File: src/rtl/alu_ex_stage.sv
// alu_ex_stage: execute stage of the pipelined MIPS datapath.
// Computes AND/OR/ADD/SUB/SLT in a single cycle. When ALU_MUL_EN is defined,
// op 1000 runs a 32-iteration shift-add multiply. Results go into an EX/MEM
// output register under a valid/ready handshake.
//
//   state | meaning
//   IDLE  | accepting ops; single-cycle ops load the output register
//   MUL   | iterative multiply in progress (ALU_MUL_EN only)
module alu_ex_stage (
    input  logic        clk,
    input  logic        rst_n,
    input  logic        in_valid,
    output logic        in_ready,
    input  logic [3:0]  aluOp,
    input  logic [31:0] opA,
    input  logic [31:0] opB,
    input  logic [4:0]  inDest,
    input  logic        inRegWrite,
    output logic        out_valid,
    input  logic        out_ready,
    output logic [31:0] result,
    output logic        zero,
    output logic        overflow,
    output logic        illegal,
    output logic [4:0]  outDest,
    output logic        outRegWrite
);

    localparam logic [3:0] OP_AND = 4'b0000;
    localparam logic [3:0] OP_OR  = 4'b0001;
    localparam logic [3:0] OP_ADD = 4'b0010;
    localparam logic [3:0] OP_SUB = 4'b0110;
    localparam logic [3:0] OP_SLT = 4'b0111;
`ifdef ALU_MUL_EN
    localparam logic [3:0] OP_MUL = 4'b1000;
`endif

    logic [31:0] result_q, result_d;
    logic        zero_q, zero_d;
    logic        overflow_q, overflow_d;
    logic        illegal_q, illegal_d;
    logic [4:0]  out_dest_q, out_dest_d;
    logic        out_rw_q, out_rw_d;
    logic        out_valid_q, out_valid_d;

    logic [31:0] alu_res;
    logic        alu_ovf;
    logic        alu_ill;
    logic [31:0] sum;
    logic [31:0] diff;

    logic        out_free;
    logic        accept;
    logic        is_mul;
    logic        mul_busy;
    logic        mul_done;
    logic [31:0] mul_res;
    logic [4:0]  mul_dest;
    logic        mul_rw;

    // The output register may be (re)loaded when it is empty or draining this cycle.
    assign out_free = !out_valid_q || out_ready;
    assign in_ready = rst_n && !mul_busy && out_free;
    assign accept   = in_valid && in_ready;

`ifdef ALU_MUL_EN
    typedef enum logic {S_IDLE = 1'b0, S_MUL = 1'b1} state_t;

    state_t      state_q, state_d;
    logic [4:0]  cnt_q, cnt_d;
    logic [31:0] mcand_q, mcand_d;
    logic [31:0] mplier_q, mplier_d;
    logic [31:0] acc_q, acc_d;
    logic [4:0]  pend_dest_q, pend_dest_d;
    logic        pend_rw_q, pend_rw_d;
    logic [31:0] mul_step;
    logic        mul_last;

    assign is_mul   = (aluOp == OP_MUL);
    assign mul_busy = (state_q == S_MUL);
    // Only the low 32 product bits are kept, so a 32-bit multiplicand shifted left suffices.
    assign mul_step = mplier_q[0] ? (acc_q + mcand_q) : acc_q;
    assign mul_last = mul_busy && (cnt_q == 5'd31);
    assign mul_done = mul_last && out_free;
    assign mul_res  = mul_step;
    assign mul_dest = pend_dest_q;
    assign mul_rw   = pend_rw_q;

    // Multiply sequencing: one shift-add per cycle, final step waits for a free output register.
    always_comb begin
        state_d     = state_q;
        cnt_d       = cnt_q;
        mcand_d     = mcand_q;
        mplier_d    = mplier_q;
        acc_d       = acc_q;
        pend_dest_d = pend_dest_q;
        pend_rw_d   = pend_rw_q;
        case (state_q)
            S_IDLE: begin
                if (accept && is_mul) begin
                    state_d     = S_MUL;
                    cnt_d       = 5'd0;
                    mcand_d     = opA;
                    mplier_d    = opB;
                    acc_d       = 32'd0;
                    pend_dest_d = inDest;
                    pend_rw_d   = inRegWrite;
                end
            end
            S_MUL: begin
                if (!mul_last) begin
                    acc_d    = mul_step;
                    mcand_d  = {mcand_q[30:0], 1'b0};
                    mplier_d = {1'b0, mplier_q[31:1]};
                    cnt_d    = cnt_q + 5'd1;
                end else if (out_free) begin
                    state_d = S_IDLE;
                    cnt_d   = 5'd0;
                end
            end
            default: state_d = S_IDLE;
        endcase
    end

    // Multiplier state and datapath registers; reset aborts any multiply in flight.
    always_ff @(posedge clk or negedge rst_n) begin
        if (!rst_n) begin
            state_q     <= S_IDLE;
            cnt_q       <= 5'd0;
            mcand_q     <= 32'd0;
            mplier_q    <= 32'd0;
            acc_q       <= 32'd0;
            pend_dest_q <= 5'd0;
            pend_rw_q   <= 1'b0;
        end else begin
            state_q     <= state_d;
            cnt_q       <= cnt_d;
            mcand_q     <= mcand_d;
            mplier_q    <= mplier_d;
            acc_q       <= acc_d;
            pend_dest_q <= pend_dest_d;
            pend_rw_q   <= pend_rw_d;
        end
    end
`else
    assign is_mul   = 1'b0;
    assign mul_busy = 1'b0;
    assign mul_done = 1'b0;
    assign mul_res  = 32'd0;
    assign mul_dest = 5'd0;
    assign mul_rw   = 1'b0;
`endif

    assign sum  = opA + opB;
    assign diff = opA - opB;

    // Single-cycle ALU: result, signed overflow and illegal-code decode.
    always_comb begin
        alu_res = 32'd0;
        alu_ovf = 1'b0;
        alu_ill = 1'b0;
        case (aluOp)
            OP_AND: alu_res = opA & opB;
            OP_OR:  alu_res = opA | opB;
            OP_ADD: begin
                alu_res = sum;
                alu_ovf = (opA[31] == opB[31]) && (sum[31] != opA[31]);
            end
            OP_SUB: begin
                alu_res = diff;
                alu_ovf = (opA[31] != opB[31]) && (diff[31] != opA[31]);
            end
            OP_SLT: alu_res = {31'd0, ($signed(opA) < $signed(opB))};
`ifdef ALU_MUL_EN
            OP_MUL: alu_ill = 1'b0;
`endif
            default: alu_ill = 1'b1;
        endcase
    end

    // Output register: load on single-cycle accept or multiply completion, else drain.
    always_comb begin
        result_d    = result_q;
        zero_d      = zero_q;
        overflow_d  = overflow_q;
        illegal_d   = illegal_q;
        out_dest_d  = out_dest_q;
        out_rw_d    = out_rw_q;
        out_valid_d = out_valid_q;
        if (accept && !is_mul) begin
            result_d    = alu_res;
            zero_d      = (alu_res == 32'd0);
            overflow_d  = alu_ovf;
            illegal_d   = alu_ill;
            out_dest_d  = inDest;
            out_rw_d    = inRegWrite && !alu_ill;
            out_valid_d = 1'b1;
        end else if (mul_done) begin
            result_d    = mul_res;
            zero_d      = (mul_res == 32'd0);
            overflow_d  = 1'b0;
            illegal_d   = 1'b0;
            out_dest_d  = mul_dest;
            out_rw_d    = mul_rw;
            out_valid_d = 1'b1;
        end else if (out_ready) begin
            out_valid_d = 1'b0;
        end
    end

    // EX/MEM boundary registers.
    always_ff @(posedge clk or negedge rst_n) begin
        if (!rst_n) begin
            result_q    <= 32'd0;
            zero_q      <= 1'b0;
            overflow_q  <= 1'b0;
            illegal_q   <= 1'b0;
            out_dest_q  <= 5'd0;
            out_rw_q    <= 1'b0;
            out_valid_q <= 1'b0;
        end else begin
            result_q    <= result_d;
            zero_q      <= zero_d;
            overflow_q  <= overflow_d;
            illegal_q   <= illegal_d;
            out_dest_q  <= out_dest_d;
            out_rw_q    <= out_rw_d;
            out_valid_q <= out_valid_d;
        end
    end

    assign out_valid   = out_valid_q;
    assign result      = result_q;
    assign zero        = zero_q;
    assign overflow    = overflow_q;
    assign illegal     = illegal_q;
    assign outDest     = out_dest_q;
    assign outRegWrite = out_rw_q;

endmodule

File: config.mk
export PLATFORM = sky130hd
export DESIGN_NAME = alu_ex_stage
export DESIGN_NICKNAME = d
export VERILOG_FILES = /design/src/rtl/alu_ex_stage.sv
export SDC_FILE = /design/constraint.sdc
export NUM_CORES = 1
export LEC_CHECK = 0
export ABC_AREA = 1
export BUFFER_PORTS_ARGS = -buffer_cell sky130_fd_sc_hd__buf_2
export CAP_MARGIN = 25
export CORE_ASPECT_RATIO = 0.6
export CORE_UTILIZATION = 45
export DETAILED_ROUTE_END_ITERATION = 8
export GPL_TIMING_DRIVEN = 0
export PLACE_DENSITY = 0.65
export SLEW_MARGIN = 40
export SYNTH_ARGS = -nofsm -noshare
export SYNTH_HDL_FRONTEND = slang
export SYNTH_SLANG_ARGS = --single-unit
File: constraint.sdc
create_clock -name clk -period 3.6 [get_ports clk]
set_clock_uncertainty 0.15 [all_clocks]
set_input_delay 0.36 -clock clk [delete_from_list [all_inputs] [get_ports clk]]
set_output_delay 0.36 -clock clk [all_outputs]
set_load 0.02 [all_outputs]
==> out/qor.txt <==
EDFF count, synth -> 0
DR vias -> 9557
DRC errors left -> 0
commonest non-fill, non-tap cell in the layout -> nand2_1
Hold Crit Depth -> 3
Post-synth ARST share -> 100%
RSZ-0062 raised after global routing -> false
worst r2r path cells -> 8
slowest CP cell -> nor3_1
chip height -> 107 µm
fin util -> 53.0%
post-synth cell types -> 38
WP depth -> 19
first-pass GRT wire length -> 45600 µm
Fin Setup TNS -> 0 ns
worst skew pair latency -> 0.28 ns
Pre-Repair DR Iteration Count -> 5
Max transition margin -> 42.3%
reg-to-reg setup timing slack -> 1.52 ns
Seq/Total Area, Yosys -> 12.8%
dpl cell area -> 9100 µm²
Startpoint Class -> input pin
synthesis-to-finish area growth -> 13.1%
post-CTS setup buffers -> 0
Final Slew Violations -> 0
initial core utilization -> 46.9%
CP top delay family -> simple AND/OR/NAND/NOR gates
Synth Instances -> 1510
largest net degree at the start of global routing -> 44
die area -> 18800 µm²
io pins -> 121
Final Cycle Share -> 92.1%
CP Cell Sequence -> buf_2, ha_1, inv_1, fa_1, inv_1, nand3_1, nand3_1, nand2_1, nand2_1, nor2_1, nor3_1, nand2_1, nor2_1, nand3_1, nor2_1, nand3_1, nor2_1, nand2_1, nand2_1
Routed Antenna Nets -> 0
average cell area after synthesis -> 5.43 µm²
Core Box Area -> 17500 µm²
vias per cell -> 5.10
endpoint type of the worst setup path -> flip-flop
Buf+Inv Stages, Crit Path -> 3
R2R Path End -> result[22]
DPL Wire Length -> 25600 µm
antenna diode count -> 0
Mapped Area -> 8200 µm²
measured slew at the worst slew-check pin -> 0.866 ns
final net count -> 1816
final hold vios -> 0
Hold Crit Start -> inDest[2]
maxcap violations -> 0
Post-Syn Nets -> 1688
Synth Warn # -> 0
port bufs -> 120
Setup-failing EPs final -> 0
ratio of cells with drive above 1 in the final layout -> 12.3%
synthesized flop and latch total -> 42
worst min-delay path endpoint -> outDest[2]
Congestion Overflow GR -> 0
CTS max path bufs -> 2
worst setup path category -> in2reg
power after layout -> 2330 µW
pwr dens -> 251 nW/µm²
DR top layer -> met4
top_reg_cell synth -> dfrtp_1
cts bufs inserted -> 5
Final min period -> 3.32 ns
vias in the first global route -> 8459
Routed WL per cell -> 15.8 µm
Die W -> 176 µm
FILL cells -> 1977
Worst EP arrival -> 3.38 ns
met1 wire length -> 14700 µm
H-tree levels -> 2
wirelength, routed -> 29600 µm
Worst-path clk slew -> 0.06 ns
cell row count -> 37
initial antenna violation count -> 1
max incr delay on CP -> 0.58 ns
status -> finished clean
met2 wire len -> 10400 µm
CTS tree -> built
most frequent CP cell -> nand2_1
Peak VDD IR -> 0.228 mV
routed wl met3 -> 4190 µm
CTS Sinks -> 42
most frequent cells in the layout -> nand2_1, inv_1, nor2_1
root buffer cell -> clkbuf_16
critical path fanouts, max -> 5
design area -> 9280 µm²
Crit Reg-Reg Startpoint -> out_valid
Total Routing Usage GR -> 31.7%
fmax -> 0.302 GHz
Starting DRT DRC Count -> 1056
worst min path class -> in2reg
Leakage -> 0.00581 µW
Worst Path Required -> 3.67 ns
GPL Wtd Cong -> 1.01
[power by group]
group | switching [µW] | internal (µW)
logic | 872 | 396
registers | 30.5 | 530
clock network | 173 | 327
[per-layer routing]
metal | vias to the layer above | global-route usage [%]
li1 | 4847 | -
met1 | 4206 | 49.6
met2 | 477 | 41.9
met3 | 27 | 9.04
met4 | 0 | 4.60
met5 | - | 0
[layout make-up]
| class | instances | area [µm²] | area share, % |
|---|---|---|---|
| Multi-Input combinational cell | 1108 | 5700 | 61.4 |
| Inverter | 318 | 1190 | 12.9 |
| Sequential cell | 42 | 1050 | 11.3 |
| Timing Repair Buffer | 121 | 613 | 6.61 |
| Tap cell | 234 | 293 | 3.16 |
| Buffer | 42 | 263 | 2.83 |
| Clock buffer | 6 | 129 | 1.39 |
| Clock inverter | 2 | 37.5 | 0.405 |
[state kept, by name, indices dropped and copies added (netlist names)]
| signal | count |
|---|---|
| zero | 1 |
| out_valid | 1 |
| result | 32 |
| outDest | 5 |
| overflow | 1 |
| illegal | 1 |
| outRegWrite | 1 |
[worst register-to-register path, cell delays in order, from the launching register on]
cell      delay [ns]
dfrtp_1         0.37
nand2_1         0.08
and2_1          0.14
nand2_1         0.17
inv_1           0.14
clkbuf_1        0.39
buf_1           0.41
nand2_1         0.11
nand2_1         0.07
[how the worst max path moves through the flow]
stage	slack, ns	endpoint	startpoint
floorplan	1.19	zero	opA[0]
global placement	0.23	zero	opB[0]
detailed placement	0.20	zero	opB[0]
CTS	0.47	zero	opB[0]
global route	0.09	zero	opB[0]
finish	0.28	zero	opB[0]
[through the flow]
stage	instances	hold slack [ns]	setup WS (ns)
global placement	1864	0.308	0.231
finish	1873	0.128	0.284
CTS	1873	0.127	0.466
global route	1873	0.127	0.0941
detailed placement	1864	0.221	0.196
floorplan	1510	-0.0856	1.19
[what timing repair did]
action,CTS,global route
resized for setup,0,0
hold buffers,1,0
hold endpoints to repair,42,0
[synth_stat cells (7+ instances only)]
library cell	n	area share, %
nor2_1	134	6.1
nand2_2	12	0.92
o22ai_1	26	2.0
and2_1	7	0.53
o21ai_0	35	2.1
nand2_1	540	25
dfrtp_1	42	13
nor3_1	7	0.43
buf_6	7	0.96
a21oi_1	47	2.9
buf_4	9	0.82
nand3_1	125	7.6
inv_1	314	14
nor2_2	14	1.1
nand4_1	15	1.1
clkbuf_1	9	0.41
buf_2	13	0.79
o21bai_1	8	0.73
ha_1	98	15
nand3b_1	10	0.92
[logic make-up (layout without fill, tap and decap cells)]
logic type | Yosys count | in the layout | share of synthesized area [%]
AO/OA/AOI/OAI | 127 | 127 | 8.80
XOR/XNOR | 2 | 2 | 0.214
adder cells (fa/ha/maj) | 100 | 100 | 15.4
buffers and inverters | 360 | 489 | 17.8
flip-flops | 42 | 42 | 12.8
AND/OR/NAND/NOR | 879 | 879 | 45.0
Note: power is estimated with default switching activity, not from simulation.
